===== src/rtl/pcie_axi_sram_pkg.sv =====
`default_nettype none
// ============================================================================
// Module : pcie_axi_sram_pkg
// Brief  : Shared encodings, FSM state type and beat-address helper for the
//          PCIe AXI SRAM read pipe.
// Rev    : 1.0
// ============================================================================
package pcie_axi_sram_pkg;

    localparam logic [1:0] c_BURST_FIXED = 2'd0;
    localparam logic [1:0] c_BURST_INCR  = 2'd1;
    localparam logic [1:0] c_BURST_WRAP  = 2'd2;
    localparam logic [1:0] c_BURST_RSVD  = 2'd3;

    localparam logic [1:0] c_RESP_OKAY   = 2'd0;
    localparam logic [1:0] c_RESP_SLVERR = 2'd2;

    typedef enum logic [1:0] {
        ST_IDLE  = 2'd0,
        ST_ISSUE = 2'd1,
        ST_DRAIN = 2'd2
    } rd_state_t;

    // Byte address of the beat following addr; WRAP folds back into the
    // (len_m1+1)<<size container holding addr.
    function automatic logic [63:0] next_beat_addr(
        input logic [63:0] addr,
        input logic [2:0]  size,
        input logic [3:0]  len_m1,
        input logic [1:0]  burst
    );
        logic [63:0] step;
        logic [63:0] mask;
        logic [63:0] nxt;
        step = 64'd1 << size;
        mask = ((64'(len_m1) + 64'd1) << size) - 64'd1;
        nxt  = addr + step;
        case (burst)
            c_BURST_FIXED: nxt = addr;
            c_BURST_WRAP:  nxt = (addr & ~mask) | (nxt & mask);
            default:       nxt = addr + step;
        endcase
        return nxt;
    endfunction

endpackage
`default_nettype wire


===== src/rtl/pcie_axi_rd_skid.sv =====
`default_nettype none
// ============================================================================
// Module : pcie_axi_rd_skid
// Brief  : 2-entry fall-through skid buffer for the R channel payload.
// Rev    : 1.0
// ============================================================================
module pcie_axi_rd_skid #(
    parameter int PAY_W = 8
) (
    input  logic             clk,
    input  logic             rst,
    input  logic             i_valid,
    input  logic [PAY_W-1:0] i_data,
    output logic             o_valid,
    output logic [PAY_W-1:0] o_data,
    input  logic             i_ready,
    output logic [1:0]       o_count
);

    logic [PAY_W-1:0] r_mem [2];
    logic             r_head;
    logic [1:0]       r_cnt;
    logic             w_empty;
    logic             w_store;
    logic             w_deq;
    logic             w_tail;

    // Empty buffer passes the incoming beat straight through; the producer
    // never offers a beat while both entries are occupied.
    assign w_empty = (r_cnt == 2'd0);
    assign o_valid = !w_empty || i_valid;
    assign o_data  = w_empty ? i_data : r_mem[r_head];
    assign w_deq   = !w_empty && i_ready;
    assign w_store = i_valid && !(w_empty && i_ready);
    assign w_tail  = r_head ^ r_cnt[0];
    assign o_count = r_cnt;

    always_ff @(posedge clk) begin
        if (rst) begin
            r_head <= 1'b0;
            r_cnt  <= 2'd0;
        end else begin
            if (w_deq) begin
                r_head <= ~r_head;
            end
            r_cnt <= r_cnt + {1'b0, w_store} - {1'b0, w_deq};
        end
    end

    always_ff @(posedge clk) begin
        if (w_store) begin
            r_mem[w_tail] <= i_data;
        end
    end

endmodule
`default_nettype wire


===== src/rtl/pcie_axi_sram_rd_pipe.sv =====
`default_nettype none
// ============================================================================
// Module : pcie_axi_sram_rd_pipe
// Brief  : Pipelined single-burst AXI read slave over a 1-cycle SRAM.
//          Define AXI_SRAM_RD_WRAP_EN to support WRAP bursts.
// Rev    : 1.0
// ============================================================================
module pcie_axi_sram_rd_pipe
    import pcie_axi_sram_pkg::*;
#(
    parameter int DATA_W  = 256,
    parameter int ADDR_W  = 64,
    parameter int SRAM_AW = 10,
    parameter int LEN_W   = 12,
    parameter int ID_W    = 4
) (
    input  logic               clk,
    input  logic               rst,
    input  logic               axi_arvalid,
    input  logic [ID_W-1:0]    axi_arid,
    input  logic [ADDR_W-1:0]  axi_araddr,
    input  logic [LEN_W-1:0]   axi_arlen,
    input  logic [2:0]         axi_arsize,
    input  logic [1:0]         axi_arburst,
    output logic               axi_arready,
    output logic               axi_rvalid,
    output logic [ID_W-1:0]    axi_rid,
    output logic [DATA_W-1:0]  axi_rdata,
    output logic [1:0]         axi_rresp,
    output logic               axi_rlast,
    input  logic               axi_rready,
    output logic               sram_ren,
    output logic [SRAM_AW-1:0] sram_raddr,
    input  logic [DATA_W-1:0]  sram_rdata,
    output logic               busy
);

    localparam int c_BYTE_SHIFT = $clog2(DATA_W / 8);
    localparam int c_PAY_W      = ID_W + DATA_W + 3;

    rd_state_t          r_state;
    rd_state_t          w_state_nxt;
    logic [ID_W-1:0]    r_id;
    logic [ADDR_W-1:0]  r_addr;
    logic [LEN_W-1:0]   r_len;
    logic [2:0]         r_size;
    logic [1:0]         r_burst;
    logic               r_berr;
    logic [LEN_W:0]     r_beat;
    logic               r_inf_vld;
    logic               r_inf_err;
    logic               r_inf_last;

    logic               w_ar_hs;
    logic               w_ar_err;
    logic               w_wrap_ok;
    logic               w_issue;
    logic               w_beat_err;
    logic               w_last_issue;
    logic               w_r_done;
    logic [1:0]         w_skid_cnt;
    logic [DATA_W-1:0]  w_beat_data;
    logic [c_PAY_W-1:0] w_skid_in;
    logic [c_PAY_W-1:0] w_skid_out;

`ifdef AXI_SRAM_RD_WRAP_EN
    assign w_wrap_ok = (axi_arlen == LEN_W'(1)) || (axi_arlen == LEN_W'(3)) ||
                       (axi_arlen == LEN_W'(7)) || (axi_arlen == LEN_W'(15));
`else
    assign w_wrap_ok = 1'b0;
`endif

    assign w_ar_err = (32'(axi_arsize) > c_BYTE_SHIFT) ||
                      (axi_arburst == c_BURST_RSVD) ||
                      ((axi_arburst == c_BURST_WRAP) && !w_wrap_ok);

    assign axi_arready = (r_state == ST_IDLE) && !rst;
    assign w_ar_hs     = axi_arvalid && axi_arready;
    assign busy        = (r_state != ST_IDLE);

    // Beats past the SRAM end error individually instead of wrapping to word 0.
    assign w_beat_err   = r_berr || (|r_addr[ADDR_W-1:SRAM_AW+c_BYTE_SHIFT]);
    assign w_issue      = (r_state == ST_ISSUE) &&
                          (({1'b0, w_skid_cnt} + {2'b00, r_inf_vld}) < 3'd2);
    assign w_last_issue = (r_beat == {1'b0, r_len});
    assign sram_ren     = w_issue && !w_beat_err;
    assign sram_raddr   = r_addr[c_BYTE_SHIFT +: SRAM_AW];
    assign w_r_done     = axi_rvalid && axi_rready && axi_rlast;

    always_comb begin
        w_state_nxt = r_state;
        case (r_state)
            ST_IDLE:  if (w_ar_hs)                   w_state_nxt = ST_ISSUE;
            ST_ISSUE: if (w_issue && w_last_issue)   w_state_nxt = ST_DRAIN;
            ST_DRAIN: if (w_r_done)                  w_state_nxt = ST_IDLE;
            default:                                 w_state_nxt = ST_IDLE;
        endcase
    end

    always_ff @(posedge clk) begin
        if (rst) begin
            r_state    <= ST_IDLE;
            r_id       <= '0;
            r_addr     <= '0;
            r_len      <= '0;
            r_size     <= 3'd0;
            r_burst    <= 2'd0;
            r_berr     <= 1'b0;
            r_beat     <= '0;
            r_inf_vld  <= 1'b0;
            r_inf_err  <= 1'b0;
            r_inf_last <= 1'b0;
        end else begin
            r_state <= w_state_nxt;
            if (w_ar_hs) begin
                r_id    <= axi_arid;
                r_addr  <= axi_araddr;
                r_len   <= axi_arlen;
                r_size  <= axi_arsize;
                r_burst <= axi_arburst;
                r_berr  <= w_ar_err;
                r_beat  <= '0;
            end else if (w_issue) begin
                r_beat <= r_beat + {{LEN_W{1'b0}}, 1'b1};
                r_addr <= ADDR_W'(next_beat_addr(64'(r_addr), r_size, r_len[3:0], r_burst));
            end
            // One-cycle SRAM latency stage: the beat joins the skid next cycle.
            r_inf_vld  <= w_issue;
            r_inf_err  <= w_beat_err;
            r_inf_last <= w_last_issue;
        end
    end

    assign w_beat_data = r_inf_err ? {DATA_W{1'b0}} : sram_rdata;
    assign w_skid_in   = r_inf_vld ?
                         {r_id, w_beat_data, (r_inf_err ? c_RESP_SLVERR : c_RESP_OKAY), r_inf_last} :
                         {c_PAY_W{1'b0}};

    pcie_axi_rd_skid #(
        .PAY_W (c_PAY_W)
    ) u_skid (
        .clk     (clk),
        .rst     (rst),
        .i_valid (r_inf_vld),
        .i_data  (w_skid_in),
        .o_valid (axi_rvalid),
        .o_data  (w_skid_out),
        .i_ready (axi_rready),
        .o_count (w_skid_cnt)
    );

    assign {axi_rid, axi_rdata, axi_rresp, axi_rlast} = w_skid_out;

endmodule
`default_nettype wire


===== config.mk =====
export PLATFORM = sky130hd
export DESIGN_NAME = pcie_axi_sram_rd_pipe
export DESIGN_NICKNAME = d
export VERILOG_FILES = /design/src/rtl/pcie_axi_sram_pkg.sv /design/src/rtl/pcie_axi_rd_skid.sv /design/src/rtl/pcie_axi_sram_rd_pipe.sv
export SDC_FILE = /design/constraint.sdc
export NUM_CORES = 1
export LEC_CHECK = 0
export CAP_MARGIN = 25
export CELL_PAD_IN_SITES_DETAIL_PLACEMENT = 1
export CELL_PAD_IN_SITES_GLOBAL_PLACEMENT = 1
export CORE_ASPECT_RATIO = 1.1
export CORE_UTILIZATION = 44
export CTS_BUF_LIST = sky130_fd_sc_hd__clkbuf_16
export DETAILED_ROUTE_END_ITERATION = 10
export HOLD_SLACK_MARGIN = 0.08
export PLACE_DENSITY = 0.86
export SLEW_MARGIN = 20
export SYNTH_ARGS = -nofsm -noshare
export SYNTH_HDL_FRONTEND = slang
export SYNTH_SLANG_ARGS = --single-unit

===== constraint.sdc =====
create_clock -name clk -period 22.2 [get_ports clk]
set_clock_uncertainty 0.1 [all_clocks]
set_input_delay 4.44 -clock clk [delete_from_list [all_inputs] [get_ports clk]]
set_output_delay 4.44 -clock clk [all_outputs]
set_load 0.02 [all_outputs]

==> impl_metrics.yaml <==
power:
  finalPower_mw: 4.110
  pwr_density_cell_nw_per_um2: 104.6
  leakagePower_nw: 12.92
  peakVddDrop_uv: 78.48
flow_run:
  cap_violations: 0
timing:
  tns_ps: 0
  period_share: 0.4804
  hold_ws_ps: 356.2
  worstMarginPinSlew_ps: 1075
  timing.final.ws_setup_ps: 11530
  rsz0062_at_grt: "no"
  fin_crit_ps: 10670
  drv_slew: 0
  hold_violations: 0
  final-setup-viol-count: 0
  slew_headroom: 0.2834
  fmax_mhz: 93.76
die:
  die_w_um: 251.3
  coreArea_um2: 67690
  die_y_um: 276.2
  num_rows: 100
  start_util: 0.4443
  io_pins: 622
  die_area_um2: 69410
synthesis:
  ys_warn_count: 0
  synth_edf_count: 524
  synth-seq-area-share: 0.5951
  yosysMostFrequentCell: "edfxtp_1"
  syn_area_um2: 30080
  synth_ff_type: "edfxtp_1"
  synth_cell_type_count: 92
  synth_cells: 2647
  synth_top_area_frac: 0.5232
  ys_ff_latch: 632
  syn_area_per_cell_um2: 11.36
  synth.largest_area_cell: "edfxtp_1"
  synth_fp_nets: 3007
  yosys-top-cells-area: "edfxtp_1, mux2i_1, dfxtp_1"
  ys_async_sr_fraction: 0
  yosys-top-cells-count: "edfxtp_1, nand2_1, o21ai_0, and2_1, mux2i_1"
cts:
  clock_sinks: 632
  cts_max_path_buffers: 3
  cts_hold_buf: 0
  cts_root_buf: "clkbuf_16"
  cts_made_buffers: 70
  cts_tree: "yes"
  cts_resized: 0
  clkLatencyLatePin_ps: 610
  cts_setup_buffers: 0
  cts_max_level: 3
  path_clk_slew_ps: 60
critical_path:
  worst-path-max-fanout: 3
  required_ps: 17660
  end_kind: "output port"
  worstPathArrival_ps: 6130
  start_kind: "primary input"
  criticalPathCategory: "in -> out"
run_status:
  status: "complete, no violations"
global_routing:
  grt_pass1_vias: 25570
  grt_max_degree: 153
  grtUsageTotal: 0.2894
  grt_overflow: 0
  grt_pass1_wl_mm: 155.0
  antenna_found_initial: 26
detailed_routing:
  wl_mm: 103.0
  drt_iter0_markers: 1572
  drc: 0
  antenna_left: 0
  wire_per_inst_um: 24.64
  dr_total_vias: 23830
  vias_per_cell: 5.700
  first_pass_iters: 5
finish:
  nets: 3542
  drive_above_1_share: 0.05154
  area_delta_synth_final_pct: 30.70
  fin_cells: 4180
  design_area_um2: 39310
  final_util: 0.5807
  num-fill-cells: 7031
placed_design:
  gp_congestion: 0.8999
  place_hpwl_mm: 68.40
  dp_slack_ps: 11500
  dpl_cell_area_um2: 36950
  placed_cells: 4027
  port_buffers: 620
worst_hold_path:
  hp-class: "reg -> reg"
[routing by layer]
layer / track usage / share of wire / vias to the layer above
met5: 0 / 0.00081 / -
met4: 0.1503 / 0.051 / 12
met3: 0.07136 / 0.070 / 247
met2: 0.5089 / 0.51 / 841
met1: 0.3226 / 0.37 / 11960
li1: - / - / 10770
[critical path: stages]
cell and delay, ps:
clkdlybuf4s50_1 520, and2_1 190, nand2_1 60, o21ai_0 100, clkdlybuf4s50_1 800
[power breakdown]
group / switching (mW) / leakage, nW / internal (mW)
clock: 0.503 / 1.17 / 0.665
combinational: 0.933 / 5.94 / 0.613
sequential: 0.0509 / 5.82 / 1.34
total: 1.49 / 12.9 / 2.62
[cell type report]
class	instances	area [µm²]	share of cell area
multi-input cells	1812	11360	0.2891
repair buffers	647	6496	0.1653
diodes	22	55.05	0.001400
clock inverters	58	471.7	0.01200
flip-flops and latches	632	17900	0.4554
inverters	19	71.32	0.001814
well taps	918	1149	0.02922
clock buffers	72	1802	0.04583
[cells by family (layout without fill, tap and decap cells)]
kind of cell / after synthesis / count (layout) / share of synthesized area
other: 1 / 23 / 0.0001247
and+or+nand+nor: 990 / 990 / 0.1674
DFF: 632 / 632 / 0.5951
AOI/OAI and AO/OA: 489 / 489 / 0.09914
muxes: 267 / 267 / 0.08890
adders and majority gates: 15 / 15 / 0.006490
buffers and inverters: 203 / 796 / 0.02812
xor gates and xnor gates: 50 / 50 / 0.01481
[layout by cell type (no fill, tap or decap), types with 26 or more instances in the layout]
| cell type | Yosys | final |
|---|---|---|
| edfxtp_1 | 524 | 524 |
| clkdlybuf4s50_1 | 0 | 619 |
| mux2i_1 | 266 | 266 |
| a211oi_1 | 26 | 26 |
| nor2_1 | 91 | 89 |
| nand3_1 | 50 | 50 |
| nor4_1 | 31 | 31 |
| o21ai_0 | 299 | 299 |
| dfxtp_1 | 108 | 107 |
| nand4_1 | 27 | 27 |
| xnor2_1 | 30 | 30 |
| and2_1 | 269 | 268 |
| a21oi_1 | 33 | 33 |
| nand2_1 | 386 | 385 |
| inv_1 | 18 | 35 |
| nor3_1 | 28 | 28 |
| clkbuf_16 | 0 | 72 |
[worst paths after layout]
check	start	end	slack (ps)	cells after the start
hold / removal	r_id[1]	r_id[1]	360	2
setup / recovery	sram_rdata[79]	axi_rdata[79]	11530	5
hold reg to reg	r_id[1]	r_id[1]	360	2
setup reg to reg	r_size[0]	flip-flop	17130	11
No activity file was read; power rests on OpenSTA's default activity.
